`src/rtl/fifo_wr_arbiter.sv`:
```
// rtl/fifo_wr_arbiter.sv - round-robin, credit-tracked write arbiter for one sync_fifo write port
// Optional multi-beat grants are compiled in with FIFO_ARB_BURST_EN.
module fifo_wr_arbiter #(
    parameter int NUM_REQ    = 4,
    parameter int DATA_WIDTH = 8,
    parameter int FIFO_DEPTH = 16,
    parameter int MAX_BURST  = 4
) (
    input  logic                            clk,
    input  logic                            rst,
    input  logic [NUM_REQ-1:0]              req_valid,
    input  logic [NUM_REQ*DATA_WIDTH-1:0]   req_data,
    output logic [NUM_REQ-1:0]              req_ready,
    input  logic                            fifo_rd_done,
    output logic                            fifo_wr_en,
    output logic [DATA_WIDTH-1:0]           fifo_wr_data,
    output logic [$clog2(NUM_REQ)-1:0]      grant_id,
    output logic [$clog2(FIFO_DEPTH+1)-1:0] credits,
    output logic                            almost_full,
    output logic                            credit_err
);

    localparam int IDW = $clog2(NUM_REQ);
    localparam int CW  = $clog2(FIFO_DEPTH + 1);
    localparam logic [CW-1:0] DEPTH_C = CW'(FIFO_DEPTH);
    localparam logic [CW-1:0] AF_LVL  = CW'(FIFO_DEPTH / 4);

    if (NUM_REQ < 2 || NUM_REQ > 8 || MAX_BURST < 1 || MAX_BURST > 16) begin : g_bad_cfg
        $error("fifo_wr_arbiter: parameter out of range");
    end

    logic [IDW-1:0]        rr_ptr_q;
    logic [CW-1:0]         credits_q, credits_d;
    logic                  wr_en_q, af_q, err_q;
    logic [DATA_WIDTH-1:0] wr_data_q;
    logic [IDW-1:0]        grant_q;
    logic [IDW-1:0]        win, acc_id;
    logic                  any_valid, accept, rd_ok;

`ifdef FIFO_ARB_BURST_EN
    localparam int BW = $clog2(MAX_BURST + 1);
    typedef enum logic {IDLE, BURST} state_t;
    state_t          state_q;
    logic [IDW-1:0]  owner_q;
    logic [BW-1:0]   beat_q;
`endif

    function automatic logic [IDW-1:0] next_idx(input logic [IDW-1:0] i);
        return (int'(i) == NUM_REQ - 1) ? '0 : i + 1'b1;
    endfunction

    // Scan downwards so the lowest offset from rr_ptr_q is the last one written.
    always_comb begin
        win       = rr_ptr_q;
        any_valid = 1'b0;
        for (int k = NUM_REQ - 1; k >= 0; k--) begin
            if (req_valid[IDW'((int'(rr_ptr_q) + k) % NUM_REQ)]) begin
                win       = IDW'((int'(rr_ptr_q) + k) % NUM_REQ);
                any_valid = 1'b1;
            end
        end
    end

    always_comb begin
        req_ready = '0;
        acc_id    = win;
`ifdef FIFO_ARB_BURST_EN
        if (state_q == BURST) begin
            acc_id = owner_q;
        end
        if (!rst && credits_q != '0) begin
            if (state_q == BURST) begin
                req_ready[owner_q] = 1'b1;
            end else if (any_valid) begin
                req_ready[win] = 1'b1;
            end
        end
`else
        if (!rst && credits_q != '0 && any_valid) begin
            req_ready[win] = 1'b1;
        end
`endif
    end

    assign accept    = |(req_valid & req_ready);
    assign rd_ok     = fifo_rd_done && (credits_q != DEPTH_C);
    assign credits_d = credits_q - CW'(accept) + CW'(rd_ok);

    always_ff @(posedge clk) begin
        if (rst) begin
            credits_q <= DEPTH_C;
            af_q      <= 1'b0;
            err_q     <= 1'b0;
            wr_en_q   <= 1'b0;
            wr_data_q <= '0;
            grant_q   <= '0;
            rr_ptr_q  <= '0;
`ifdef FIFO_ARB_BURST_EN
            state_q   <= IDLE;
            owner_q   <= '0;
            beat_q    <= '0;
`endif
        end else begin
            credits_q <= credits_d;
            af_q      <= (credits_d <= AF_LVL);
            if (fifo_rd_done && !rd_ok) begin
                err_q <= 1'b1;
            end
            wr_en_q <= accept;
            if (accept) begin
                wr_data_q <= req_data[int'(acc_id)*DATA_WIDTH +: DATA_WIDTH];
                grant_q   <= acc_id;
            end
`ifdef FIFO_ARB_BURST_EN
            if (state_q == IDLE) begin
                if (accept) begin
                    if (MAX_BURST > 1) begin
                        state_q <= BURST;
                        owner_q <= win;
                        beat_q  <= BW'(1);
                    end else begin
                        rr_ptr_q <= next_idx(win);
                    end
                end
            end else if (!req_valid[owner_q]) begin
                state_q  <= IDLE;
                rr_ptr_q <= next_idx(owner_q);
            end else if (accept) begin
                beat_q <= beat_q + 1'b1;
                if (beat_q + 1'b1 == BW'(MAX_BURST)) begin
                    state_q  <= IDLE;
                    rr_ptr_q <= next_idx(owner_q);
                end
            end
`else
            if (accept) begin
                rr_ptr_q <= next_idx(win);
            end
`endif
        end
    end

    assign fifo_wr_en   = wr_en_q;
    assign fifo_wr_data = wr_data_q;
    assign grant_id     = grant_q;
    assign credits      = credits_q;
    assign almost_full  = af_q;
    assign credit_err   = err_q;

endmodule

```
`config.mk`:
```
export PLATFORM = sky130hd
export DESIGN_NAME = fifo_wr_arbiter
export DESIGN_NICKNAME = d
export VERILOG_FILES = /design/src/rtl/fifo_wr_arbiter.sv
export SDC_FILE = /design/constraint.sdc
export NUM_CORES = 1
export LEC_CHECK = 0
export CORE_UTILIZATION = 55
export DETAILED_ROUTE_END_ITERATION = 7
export DONT_BUFFER_PORTS = 1
export PLACE_DENSITY = 0.83
export REMOVE_ABC_BUFFERS = 1
export SYNTH_ARGS = -nofsm -noshare
export SYNTH_HDL_FRONTEND = slang
export SYNTH_SLANG_ARGS = --single-unit
```
`constraint.sdc`:
```
create_clock -name clk -period 4 [get_ports clk]
set_input_delay 1 -clock clk [delete_from_list [all_inputs] [get_ports clk]]
set_output_delay 1 -clock clk [all_outputs]
set_load 0.1 [all_outputs]
```
Word level (Yosys, flattened, before mapping)
Index checks and enable logic that the tools add are counted.

storage, ports and cells
  input bits = 39
  flip-flop bits (word level) = 20
  logic and storage cells = 57

operators by class
  shifts and indexed selects = 1
  mux-type cells = 24
  equal/unequal tests = 2
  $lt $le $gt $ge = 7
  reduce and logical (&&, ||, !) cells = 9
  bitwise operators = 1
  add/sub/neg operators = 6

operators by type and width
  kind                                                                                 number
  32-bit by 6-bit indexed part select with 8-bit output                                1
  2-bit by 4-bit less-than comparator with 1-bit output, second input constant         4
  1-bit 2-to-1 mux                                                                     13
  2-bit 2-to-1 mux                                                                     5
  1-bit binary-select mux with 2-bit select                                            4
  5-bit by 1-bit adder with 5-bit output                                               1
  5-bit by 3-bit <= comparator with 1-bit output, second input constant                1
  1-bit logical AND                                                                    5
  5-bit != test, second input constant                                                 1
  5-bit nonzero test                                                                   1
  5-bit by 1-bit subtractor with 5-bit output                                          1
  2-bit by 1-bit adder with 2-bit output, second input constant                        2
  2-bit adder, second input constant                                                   2
  4-bit bitwise AND                                                                    1
  4-bit 2-to-1 mux                                                                     1
  4-bit OR reduction                                                                   1
  2-bit by 3-bit less-than comparator with 1-bit output, second input constant         1
  1-bit demux with 2-bit select                                                        1
  2-bit by 1-bit == test with 1-bit output, second input constant                      1
  2-bit by 1-bit greater-or-equal comparator with 1-bit output, second input constant  1
  1-bit logical NOT                                                                    2

Depth between registers and ports, before layout
  depth after elaboration = 18
  depth in mapped cells = 19
  gate-level depth less buffers = 17

Least setup slack after synthesis
Ideal clock, no wire load.

  path type = register to output
  from = register credits_q[2], in the netlist credits[2]
  to = output req_ready[2]
  path slack = -0.423 ns
  stages on the path, launching flop included = 7
  path buffers = 0
  required time = 3.000 ns
  arrival time = 3.423 ns
  path through = dfxtp_1 > inv_1 > ha_1 > nand2_1 > o21ai_0 > or2_2 > a21oi_1

on the way
  word-level cells in the longest chain between the ends = 4

ends and longest elaborated chain
  element                          line  RTL
  start, declared                  33    logic [CW-1:0] credits_q, credits_d;
  start signal, assigned           104   credits_q <= credits_d;
  5-bit nonzero test               79    if (!rst && credits_q != '0 && any_valid) begin
  1-bit logical AND (2 in series)  79
  4-bit 2-to-1 mux                 79
  end, declared                    13    output logic [NUM_REQ-1:0] req_ready,

No other way between the ends.

Worst setup path in the final report
  from = input req_valid[3]
  to = register af_q, in the netlist almost_full

on the way
  word-level cells in the longest chain between the ends = 17

ends and longest elaborated chain
  element                                                                                                                                                      line  RTL
  start, declared                                                                                                                                              11    input logic [NUM_REQ-1:0] req_valid,
  1-bit binary-select mux with 2-bit select                                                                                                                    57    if (req_valid[IDW'((int'(rr_ptr_q) + k) % NUM_REQ)]) begin
  1-bit 2-to-1 mux (implied by the code) (2 in series)                                                                                                         57
  2-bit 2-to-1 mux (4 in series)                                                                                                                               57
  2-bit by 3-bit less-than comparator with 1-bit output (implied by the code) or 2-bit by 1-bit greater-or-equal comparator with 1-bit output (tied branches)  80    req_ready[win] = 1'b1;
  1-bit logical AND (implied by the code)                                                                                                                      80
  1-bit 2-to-1 mux (implied by the code)                                                                                                                       80
  1-bit demux with 2-bit select                                                                                                                                80
  4-bit 2-to-1 mux                                                                                                                                             79
  4-bit bitwise AND *                                                                                                                                          85    assign accept = |(req_valid & req_ready);
  4-bit OR reduction *                                                                                                                                         85
  5-bit by 1-bit subtractor with 5-bit output *                                                                                                                87    assign credits_d = credits_q - CW'(accept) + CW'(rd_ok);
  5-bit by 1-bit adder with 5-bit output *                                                                                                                     87
  5-bit by 3-bit <= comparator with 1-bit output *                                                                                                             105   af_q <= (credits_d <= AF_LVL);
  end signal, assigned                                                                                                                                         105
  end, declared                                                                                                                                                34    logic wr_en_q, af_q, err_q;

Every way passes the cells marked *; elsewhere a longest branch is shown, timed or not. The select of a mux whose other input is x is not followed.
A chain may end at the register's enable or synchronous reset.

==> out/metrics.cfg <==
[sta]
fmax_mhz = 293
setup_slack_ps = 584
rsz0062_at_grt = no
setup_viol = 0
finalCritPeriodShare_pct = 85.4
hold_viol = 0
post-route-min-period_ps = 3420
tns_ps = 0
worst_pin_slew_ps = 987
drv_slew = 0
relSlewSlack_pct = 34.1
skew_ps = 6.29

[detailed_routing]
via_per_inst = 5.99
routedWlPerCell_microns = 15.5
wirelength_mm = 2.50
first_iter_violations = 16
final_antenna_net_count = 0
first_pass_iters = 4
vias = 964
drc = 0

[setup_path]
r2r_start = rr_ptr_q[1]$_SDFFE_PP0P_
cp-end-kind = register
crit_chain = and3b_1 -> a2111o_1 -> nand2_2 -> buf_4 -> a31oi_2 -> ha_1 -> inv_1 -> ha_1 -> inv_1 -> fa_1 -> inv_1 -> a21oi_1 -> nor2_1 -> or3_1 -> a21o_1 -> nor2_1
endpoint = almost_full$_SDFF_PP0_
cp-start-kind = input pin
crit_path_start = req_valid[3]
rr_endpoint = almost_full$_SDFF_PP0_
r2r_cells = 16
crit_top_cell = inv_1
cp_slowest_cell = a2111o_1
worst-path-max-fanout = 12
cp_num_cells = 16
critical_path_class = in -> reg
crit_family = compound AO/OA/AOI/OAI gates
max_stage_delay_ps = 390
crit_arrival_ps = 3670
path_buf_inv = 4
critPathRequiredTime_ps = 4250
r2r_slack_ps = 860

[job]
maxCapViolCount = 0

[synth]
synth_cell_types = 32
yosys.area.top_type_share_pct = 31.8
synth-seq-area-share_pct = 31.8
synth_area_leaders = dfxtp_1 (32%), mux4_1 (15%), mux2i_1 (7.2%), ha_1 (7.0%), nor2_1 (6.9%)
syn-cell-area_sq_um = 1260
avgSynthCellArea_sq_um = 10.2
netlist_instances = 124
ys_warn_count = 0
synth_seq_cells = 20
synth_area_leader_cell = dfxtp_1

[clock_network]
numCtsBuffers = 3
ctsResizeCount = 0
root_buffer = clkbuf_4
clkTransAtPathRegs_ps = 110
clock_latency_ps = 310
h-tree-depth = 1
post_cts_buffers = 0
cts_sinks = 20
clock_path_buffers = 2
ctsHoldBuffers = 0
cts_tree = done

[pwr]
switching_share_pct = 57.8
p_leak_nw = 0.597
power.share.clock_pct = 8.0
p_per_area_nw_per_um2 = 892
seqPwrFrac_pct = 39.9
p_sw_mw = 0.696
p_int_mw = 0.509
irDropWorstVdd_mv = 0.496
p_comb_share_pct = 52.1

[hold_path]
hold_class = reg -> reg
hold_start = rr_ptr_q[1]$_SDFFE_PP0P_

[die]
ios = 61
fp.dieW_microns = 49.8
rows = 16
die_y_microns = 49.8
core_area_sq_um = 2060
initial_core_util_pct = 61.0
die_area_sq_um = 2480

[cells_and_area]
nets = 183
antennaDiodeCount = 0
fillers = 164
syn2layout_area_growth_pct = 7.36
layout-drive-gt1-share_pct = 17.9
utilization_pct = 65.5

[placed_design]
dp_hpwl_mm = 1.94
io_buffers = 0
place_congestion = 0.894
place_ws_ps = 273

[global_route]
grt-ovfl-total = 0
grt_pass1_vias = 1000
grt_max_degree = 20
grt_pass1_wl_mm = 4.15
antenna_found_initial = 0
track_usage_pct = 22.3

[run_status]
status = complete, no violations

==> cell type report <==
cell class	instances	area, sq um	area share [%]
Multi-Input combinational cell	89	767	56.8
Sequential cell	20	400	29.6
Timing Repair Buffer	12	90.1	6.67
Inverter	10	37.5	2.78
Tap cell	27	33.8	2.50
Clock buffer	3	22.5	1.67
==> sequential cells by signal, indices dropped and copies added (netlist names) <==
register,cells
credits,5
grant_id,2
almost_full,1
fifo_wr_data,8
credit_err,1
fifo_wr_en,1
rr_ptr_q,2
==> cells by family after synthesis <==
kind of cell	after synthesis	share of synthesized area [%]
xor gates and xnor gates	3	2.09
AOI/OAI and AO/OA	18	8.95
buffers and inverters	15	8.45
adders and majority gates	8	8.55
DFF	20	31.8
muxes	17	23.6
and+or+nand+nor	43	16.6
==> per-layer routing <==
metal	GRT usage, %	wire (microns)
met1	24.4	994
met2	40.3	1260
met3	5.86	218
met4	8.57	27
met5	0	0
==> worst min path at each step <==
stage | to | slack [ps] | cells past startpoint
6_report | rr_ptr_q[1]$_SDFFE_PP0P_ | 600 | 2
5_1_grt | rr_ptr_q[1]$_SDFFE_PP0P_ | 630 | 2
4_1_cts | rr_ptr_q[1]$_SDFFE_PP0P_ | 590 | 2
3_5_place_dp | rr_ptr_q[1]$_SDFFE_PP0P_ | 570 | 2
3_3_place_gp | rr_ptr_q[1]$_SDFFE_PP0P_ | 570 | 2
2_1_floorplan | rr_ptr_q[1]$_SDFFE_PP0P_ | 540 | 2
==> through the flow <==
step	hold slack, ps	cell area (sq um)	power, mW	instances
after floorplan	536	1190	0.980	119
after global placement	566	1330	1.09	158
after detailed placement	574	1330	1.11	158
after CTS	593	1350	1.21	161
after global routing	635	1350	1.28	161
final	595	1350	1.21	161
==> synth_stat cells <==
cell type  instances
and2_1             1
fa_1               1
mux4_1             7
a21o_1             2
a41oi_1            1
buf_6              3
ha_1               7
nor2_1            23
nor4_1             1
dfxtp_1           20
nand2_2            1
o211a_1            1
nor3_1             3
xnor2_1            2
a21oi_1            4
nand2_1            4
a31oi_1            2
and2b_2            1
buf_8              1
or3_1              1
buf_12             1
nor2b_4            1
xor2_1             1
and3b_1            1
or2_2              1
a2111o_1           1
mux2i_1            9
mux4_2             1
o21ai_0            7
nand3_1            1
nor2b_1            4
inv_1             10
==> worst min-delay path, stage by stage (launching register included) <==
cell and delay, ps:
dfxtp_1 380, mux2i_1 140, nor2_1 50
==> placed cells by master (no fill, tap or decap), types with 2 or more instances in the layout <==
| master | netlist | layout |
|---|---|---|
| nand2_1 | 4 | 4 |
| nor2_1 | 23 | 21 |
| nor2b_1 | 4 | 4 |
| inv_1 | 10 | 10 |
| mux4_1 | 7 | 7 |
| clkbuf_4 | 0 | 3 |
| nor2_2 | 0 | 2 |
| mux2i_1 | 9 | 9 |
| a21o_1 | 2 | 2 |
| dfxtp_1 | 20 | 20 |
| ha_1 | 7 | 7 |
| buf_4 | 0 | 12 |
| nor3_1 | 3 | 3 |
| o21ai_0 | 7 | 7 |
| a21oi_1 | 4 | 3 |
| xnor2_1 | 2 | 2 |
==> power groups by stage <==
stage | sequential [mW] | combinational (mW) | clock, mW
floorplan | 0.625 | 0.355 | 0
global placement | 0.484 | 0.601 | 0
detailed placement | 0.486 | 0.620 | 0
CTS | 0.482 | 0.627 | 0.100
global route | 0.487 | 0.683 | 0.106
finish | 0.481 | 0.628 | 0.0969
Power figures use the tool's default switching activity.
